## config.mk

```make
export PLATFORM = sky130hd
export DESIGN_NAME = regfile_sb
export DESIGN_NICKNAME = d
export VERILOG_FILES = /design/src/rtl/regfile_pkg.sv /design/src/rtl/regfile_scoreboard.sv /design/src/rtl/regfile_sb.sv
export SDC_FILE = /design/constraint.sdc
export NUM_CORES = 1
export LEC_CHECK = 0
export ABC_AREA = 1
export BUFFER_PORTS_ARGS = -buffer_cell sky130_fd_sc_hd__buf_2
export CORE_ASPECT_RATIO = 0.6
export CORE_MARGIN = 2
export CORE_UTILIZATION = 30
export CTS_BUF_LIST = sky130_fd_sc_hd__clkbuf_8
export DETAILED_ROUTE_END_ITERATION = 10
export GPL_TIMING_DRIVEN = 0
export PLACE_DENSITY = 0.48
export REMOVE_ABC_BUFFERS = 1
export SLEW_MARGIN = 20
export SYNTH_ARGS = -nofsm -noshare
export SYNTH_HDL_FRONTEND = slang
export SYNTH_SLANG_ARGS = --single-unit
```

## constraint.sdc

```tcl
create_clock -name clk -period 11.4 [get_ports clk]
set_input_delay 1.14 -clock clk [delete_from_list [all_inputs] [get_ports clk]]
set_output_delay 1.14 -clock clk [all_outputs]
set_load 0.1 [all_outputs]
```

## src/rtl/regfile_pkg.sv

```systemverilog
// Shared constants, types and helpers for the regfile_sb register bank.
package regfile_pkg;

    localparam int DEF_WIDTH = 8;
    localparam int DEF_DEPTH = 16;
    localparam int DEF_NRD   = 2;
    localparam int DEF_AW    = $clog2(DEF_DEPTH);

    // Widest busy vector the popcount helper accepts; callers zero-extend into it.
    localparam int POP_MAX   = 256;

    typedef logic [DEF_AW-1:0] addr_t;

    function automatic logic [31:0] popcount(input logic [POP_MAX-1:0] v);
        logic [31:0] n;
        n = '0;
        for (int i = 0; i < POP_MAX; i++) begin
            n = n + {31'b0, v[i]};
        end
        return n;
    endfunction

endpackage

```

## src/rtl/regfile_scoreboard.sv

```systemverilog
// Busy-bit scoreboard: issue sets, writeback clears, issue wins on a collision.
module regfile_scoreboard
    import regfile_pkg::*;
#(
    parameter int DEPTH = DEF_DEPTH,
    localparam int AW   = $clog2(DEPTH),
    localparam int NBW  = AW + 1
) (
    input  logic             clk,
    input  logic             reset,
    input  logic             iss,
    input  logic [AW-1:0]    ia,
    input  logic             we,
    input  logic [AW-1:0]    wa,
    output logic [DEPTH-1:0] busy,
    output logic             idle,
    output logic [NBW-1:0]   nbusy
);

    logic [DEPTH-1:0]   busy_reg;
    logic [DEPTH-1:0]   busy_next;
    logic [POP_MAX-1:0] pop_vec;
    logic [NBW-1:0]     nbusy_reg;
    logic [NBW-1:0]     nbusy_next;
    logic               idle_reg;
    logic               idle_next;

    // Clear first, then set, so a same-edge issue keeps ownership of the register.
    always_comb begin
        busy_next = busy_reg;
        if (we && wa != '0) begin
            busy_next[wa] = 1'b0;
        end
        if (iss && ia != '0) begin
            busy_next[ia] = 1'b1;
        end
    end

    always_comb begin
        pop_vec = '0;
        pop_vec[DEPTH-1:0] = busy_next;
    end

    assign nbusy_next = NBW'(popcount(pop_vec));
    assign idle_next  = (busy_next == '0);

    always_ff @(posedge clk or posedge reset) begin
        if (reset) begin
            busy_reg  <= '0;
            nbusy_reg <= '0;
            idle_reg  <= 1'b1;
        end else begin
            busy_reg  <= busy_next;
            nbusy_reg <= nbusy_next;
            idle_reg  <= idle_next;
        end
    end

    assign busy  = busy_reg;
    assign nbusy = nbusy_reg;
    assign idle  = idle_reg;

endmodule

```

## src/rtl/regfile_sb.sv

```systemverilog
// Multi-port register file with per-register busy scoreboard and optional write bypass.
module regfile_sb
    import regfile_pkg::*;
#(
    parameter int WIDTH  = DEF_WIDTH,
    parameter int DEPTH  = DEF_DEPTH,
    parameter int NRD    = DEF_NRD,
    parameter int BYPASS = 1,
    localparam int AW    = $clog2(DEPTH)
) (
    input  logic                 clk,
    input  logic                 reset,
    input  logic                 we,
    input  logic [AW-1:0]        wa,
    input  logic [WIDTH-1:0]     wd,
    input  logic [NRD*AW-1:0]    ra,
    output logic [NRD*WIDTH-1:0] rd,
    output logic [NRD-1:0]       rbusy,
    input  logic                 iss,
    input  logic [AW-1:0]        ia,
    output logic                 idle,
    output logic [AW:0]          nbusy
);

    logic [WIDTH-1:0] mem_reg [DEPTH];
    logic [DEPTH-1:0] busy;

    // Entry 0 is never written, so it holds its reset value of zero forever.
    always_ff @(posedge clk or posedge reset) begin
        if (reset) begin
            for (int i = 0; i < DEPTH; i++) begin
                mem_reg[i] <= '0;
            end
        end else if (we && wa != '0) begin
            mem_reg[wa] <= wd;
        end
    end

    regfile_scoreboard #(
        .DEPTH (DEPTH)
    ) u_scoreboard (
        .clk   (clk),
        .reset (reset),
        .iss   (iss),
        .ia    (ia),
        .we    (we),
        .wa    (wa),
        .busy  (busy),
        .idle  (idle),
        .nbusy (nbusy)
    );

    genvar gi;
    generate
        for (gi = 0; gi < NRD; gi++) begin : g_rd
            logic [AW-1:0]    addr;
            logic [WIDTH-1:0] data;
            logic             hazard;

            assign addr = ra[gi*AW +: AW];

            // A same-cycle writeback resolves the hazard, so the forwarded value is never busy.
            always_comb begin
                data   = '0;
                hazard = 1'b0;
                if (addr != '0) begin
                    if (BYPASS != 0 && we && wa == addr) begin
                        data = wd;
                    end else begin
                        data   = mem_reg[addr];
                        hazard = busy[addr];
                    end
                end
            end

            assign rd[gi*WIDTH +: WIDTH] = data;
            assign rbusy[gi]             = hazard;
        end
    endgenerate

endmodule
```

# After elaboration in Yosys (flattened, before gate mapping)
# Cells that the tools add are included.
[classes]
n_addsub = 15
order_cmp = 10
n_eq_ne = 2
muxes = 27
n_bitwise = 6
reduce_logical = 12
[op_table]
columns = ["op", "n"]
rows = [
  ["$bwmux 128", 1],
  ["$mux 8", 9],
  ["$add 5x1->5", 14],
  ["$bmux 8 s4", 2],
  ["$demux 8 s4", 1],
  ["$mux 16", 2],
  ["$lt 4x5->1 const B", 4],
  ["$and 16x16->16", 1],
  ["$logic_not 16->1", 1],
  ["$not 16->16", 1],
  ["$or 16x16->16", 1],
  ["$reduce_bool 4->1", 4],
  ["$ge 5x5->1 const B", 3],
  ["$not 4->5", 3],
  ["$bmux 1 s4", 2],
  ["$demux 1 s4", 2],
  ["$eq 4x4->1", 2],
  ["$ge 4x1->1 const B", 2],
  ["$mux 1", 8],
  ["$logic_and 1x1->1", 7],
  ["$lt 5x1->1 const B", 1],
  ["$add 1x1->2", 1],
]
[totals]
regBits = 150
elab_cells = 91

# Logic depth before layout (Yosys ltp)
[logic_depth]
depth_word = 24
ltp_mapped = 18
ltp_nobuf = 17

# Cells and area by module
# A second synthesis with hierarchy kept.
[hier_totals]
cells_unflattened = 1471
area_unflattened_um2 = 9690.5
[modules_own_cells]
columns = ["module", "n_inst", "cells_per_inst", "area_per_inst_um2", "seq_area_each_um2"]
rows = [
  ["regfile_sb", 1, 1292, 8201.6, 3203.1],
  ["regfile_scoreboard", 1, 179, 1488.9, 551.8],
]

# Worst setup path before layout
# No wires, ideal clock.
[synth_timing]
path_kind = "input port to flip-flop"
from = "input port wa[1]"
to = "register u_scoreboard.nbusy_reg[1], in the netlist u_scoreboard.nbusy[1]"
setup_ns = 0.064
t_arrival_ns = 5.065
required_time_ns = 11.336
slack_ns = 6.271
path_stages = 16
n_path_buf = 1
path_cell_list = "buf_4 > inv_2 > nand2_4 > nor4_4 > o22ai_1 > ha_1 > inv_1 > fa_1 > fa_1 > inv_1 > fa_1 > fa_1 > fa_1 > inv_1 > fa_1 > inv_1"
[synth_between]
elab_chain_len = 24
word_cells_on_any_way = 27
cone_classes = "15 x add/sub; 2 x order compare; 4 x mux; 3 x bitwise; 3 x reduce/logical"
[synth_rtl]
columns = ["item", "line_no", "source"]
rows = [
  ["from (decl)", "regfile_sb.sv:14", "input logic [AW-1:0] wa,"],
  ["$lt 4x5->1 (implied by the code) / $ge 4x1->1 (equally long branches)", "regfile_scoreboard.sv:32", "busy_next[wa] = 1'b0;"],
  ["$logic_and 1x1->1 (implied by the code)", "regfile_scoreboard.sv:32", ""],
  ["$mux 1 (implied by the code)", "regfile_scoreboard.sv:32", ""],
  ["$demux 1 s4", "-", ""],
  ["$not 16->16 (no source line)", "-", ""],
  ["$and 16x16->16 (no source line)", "-", ""],
  ["$mux 16 *", "regfile_scoreboard.sv:31", "if (we && wa != '0) begin"],
  ["$or 16x16->16 (no source line)", "-", ""],
  ["$mux 16 *", "regfile_scoreboard.sv:34", "if (iss && ia != '0) begin"],
  ["named net u_scoreboard.busy_next[1]", "regfile_scoreboard.sv:21", "logic [DEPTH-1:0] busy_next;"],
  ["$add 1x1->2 *", "regfile_pkg.sv:18", "n = n + {31'b0, v[i]};"],
  ["$add 5x1->5 * (14 in a row)", "regfile_pkg.sv:18", ""],
  ["named net u_scoreboard.nbusy_next[1]", "regfile_scoreboard.sv:24", "logic [NBW-1:0] nbusy_next;"],
  ["to (signal assigned)", "regfile_scoreboard.sv:54", "nbusy_reg <= nbusy_next;"],
  ["to (decl)", "regfile_scoreboard.sv:23", "logic [NBW-1:0] nbusy_reg;"],
]
# The timed path passes the listed nets; every way through them passes the cells marked *.
# A chain may end at the register's enable or synchronous reset.

# Final worst setup path
[layout_timing]
from = "input port ra[1]"
to = "output port rd[2]"
[layout_between]
elab_chain_len = 6
word_cells_on_any_way = 9
cone_classes = "1 x eq/ne; 5 x mux; 1 x bitwise; 2 x reduce/logical"
[layout_rtl]
columns = ["item", "line_no", "source"]
rows = [
  ["from (decl)", "regfile_sb.sv:16", "input logic [NRD*AW-1:0] ra,"],
  ["$not 4->5 (implied by the code)", "regfile_sb.sv:70", "data = mem_reg[addr];"],
  ["$bmux 8 s4", "regfile_sb.sv:70", ""],
  ["$mux 8 (implied by the code) (2 in a row)", "regfile_sb.sv:70", ""],
  ["$mux 8", "regfile_sb.sv:67", "if (BYPASS != 0 && we && wa == addr) begin"],
  ["$mux 8 *", "regfile_sb.sv:66", "if (addr != '0) begin"],
  ["to (decl)", "regfile_sb.sv:17", "output logic [NRD*WIDTH-1:0] rd,"],
]
# Mark *: on every way between the ends. The rest lies on a longest branch, timed or not. The select of a mux whose other input is x is not followed.

==> out/qor.yml <==
status: "complete, no violations"
core-area_sq_um: 30290
die_x_um: 231.9
skew_ns: 0.01189
clk_path_buf_depth: 2
synthSimpleGateAreaFrac: 0.3450
cp_max_fo: 40
start_kind: "primary input"
grt_pass1_vias: 8264
cts_root_buf: "clkbuf_8"
initial_utilization: 0.3086
total_power_uw: 1891
cts-buffers-inserted: 17
final.setup.tns_ns: 0
tightestPinTransition_ns: 1.167
n_antenna_cell: 0
hold_slack_ns: 0.3810
synth_xor_area_frac: 0.002812
slew_viol_final: 0
largest_reg_flops: 128
finalNetCount: 1395
num_rows: 49
yosys.cell_types.count: 35
fin_crit_ns: 5.749
io_buffers: 51
dieArea_sq_um: 32620
synth_top_family_by_area: "simple AND/OR/NAND/NOR gates"
placed_cells: 1739
end_kind: "output port"
grt_pass1_wl_um: 52520
rr_endpoint: "u_scoreboard.nbusy[1]"
final_cells: 1769
power.share.clock: 0.214
clk_latency_ns: 0.49
vias: 8845
synth_edf_count: 0
post_cts_buffers: 0
hold_buffers: 0
clkTransAtPathRegs_ns: 0.07
maxCapViolations: 0
worstSetupPathType: "in -> out"
grt_max_degree: 63
routedWlPerCell_um: 19.50
reg2regPathDepth: 13
hold_path.class: "reg -> reg"
avgSynthCellArea_sq_um: 6.836
cp_data_required_time_ns: 10.26
synth_fa_ha_area_frac: 0.03079
yosys_warnings: 0
max_freq_mhz: 173.9
period_share: 0.5043
synthArstFlopShare: 1.000
synthMuxAreaShare: 0
antenna_found_initial: 0
crit_start: "ra[1]"
internal_power_uw: 1083
area_growth_pct: 9.157
crit_path_end: "rd[2]"
gp_congestion: 0.8528
ant_nets: 0
ys_seq_area_frac: 0.4018
p_sw_frac: 0.4273
dr.first_iter.drc_count: 1114
synth_compound_area_frac: 0.1197
grt_usage: 0.2172
cts.sinks: 150
worstPathArrival_ns: 4.61
setup_viol: 0
fin_util: 0.3368
place_hpwl_um: 21730
rsz0062_at_grt: "no"
syn-instance-count: 1367
peakVddDrop_uv: 122.4
drt_first_pass_iters: 7
cts_tree: "yes"
combPwrFrac: 0.408
slew_headroom: 0.2219
reg2reg_setup_slack_ns: 7.41
r2r_start: "u_scoreboard.busy[1]"
seqPwrFrac: 0.378
postCtsResizedCells: 0
chipHeight_um: 140.7
drc_errors: 0
htreeDepth: 4
switchingPower_uw: 808.1
ys_seq_elements: 150
p_leak_uw: 0.004956
drive_gt1_frac: 0.08891
netlist_area_sq_um: 9345
via_per_inst: 5.000
synth_ff_type: "dfrtp_1"
overflow: 0
drt-total-wl_um: 34490
io-pin-count: 52
hold_violations: 0
power_density_nw_per_um2: 185.4
==> through the flow <==
stage | setup slack, ns | area, sq um
after floorplan | 6.225 | 8900
after global placement | 3.871 | 9666
after detailed placement | 5.352 | 9848
after CTS | 5.859 | 10200
after global routing | 5.566 | 10200
final | 5.651 | 10200
==> power groups by stage <==
stage	combinational (uW)	clock, uW	sequential (uW)
detailed placement	766	0	724
global placement	753	0	722
global route	868	438	732
finish	772	404	714
CTS	770	416	714
floorplan	519	0	764
==> cell type report <==
class | instances | area (sq um)
fillers | 3282 | 20090
multi-input cells | 994 | 4657
flip-flops and latches | 150 | 3755
well taps | 408 | 510.5
inverters | 130 | 500.5
repair buffers | 57 | 425.4
clock buffers | 21 | 289.0
clock inverters | 9 | 63.81
==> placed cells by master, fill, tap and decap left out, drive strengths merged <==
cell    synthesis  final
a21oi          59     59
a31oi           1      1
buf            51     57
bufinv          0      1
clkbuf         42     21
clkinv          8     11
dfrtp         149    149
dfstp           1      1
fa             10     10
ha              7      7
inv           122    127
nand2         370    370
nand3         175    175
nand4           2      2
nor2          204    204
nor3            2      2
nor4            1      1
o211ai          4      4
o21ai         154    154
o22ai           2      2
xnor2           2      2
xor2            1      1
==> critical path: stages <==
cell     delay [ns]
buf_2          0.85
inv_2          0.72
nand2_1        0.19
nand2_1        0.07
nor2_1         0.13
nand3_2        0.41
nand3_1        0.27
nor2_1         0.07
nor2_1         0.21
buf_2          0.48
==> synthesized netlist by cell type, types with 8 or more instances <==
library cell	n	share of area
nor2_1	190	0.076
fa_1	10	0.021
clkbuf_1	42	0.017
buf_2	38	0.020
buf_4	9	0.0072
dfrtp_1	149	0.40
a21oi_1	58	0.031
o21ai_1	15	0.0080
nand2_1	368	0.15
nand3_1	166	0.089
inv_1	114	0.046
clkinv_1	8	0.0032
o21ai_0	139	0.074
inv_2	8	0.0032
nand3_2	8	0.0086
==> kinds of logic after synthesis <==
family	Yosys count
buffers and inverters	223
AOI/OAI and AO/OA	220
and+or+nand+nor	754
adders and majority gates	17
DFF	150
xor gates and xnor gates	3
==> how the worst min path moves through the flow <==
stage	from	end	slack, ns	cells after the start
6_report	mem_reg[125]	mem_reg[125]	0.38	0
5_1_grt	mem_reg[124]	mem_reg[124]	0.39	0
4_1_cts	mem_reg[124]	mem_reg[124]	0.39	0
3_5_place_dp	mem_reg[124]	mem_reg[124]	0.37	0
3_3_place_gp	mem_reg[120]	mem_reg[120]	0.37	0
2_1_floorplan	mem_reg[120]	mem_reg[120]	0.35	0
==> per-layer routing <==
metal	global-route usage	routed length (um)	up-vias
met3	0.05866	3206	30
met4	0.06140	432	0
met5	0	0	-
li1	-	-	4309
met1	0.3400	17360	4154
met2	0.2837	13490	352
Power figures use the tool's default switching activity.
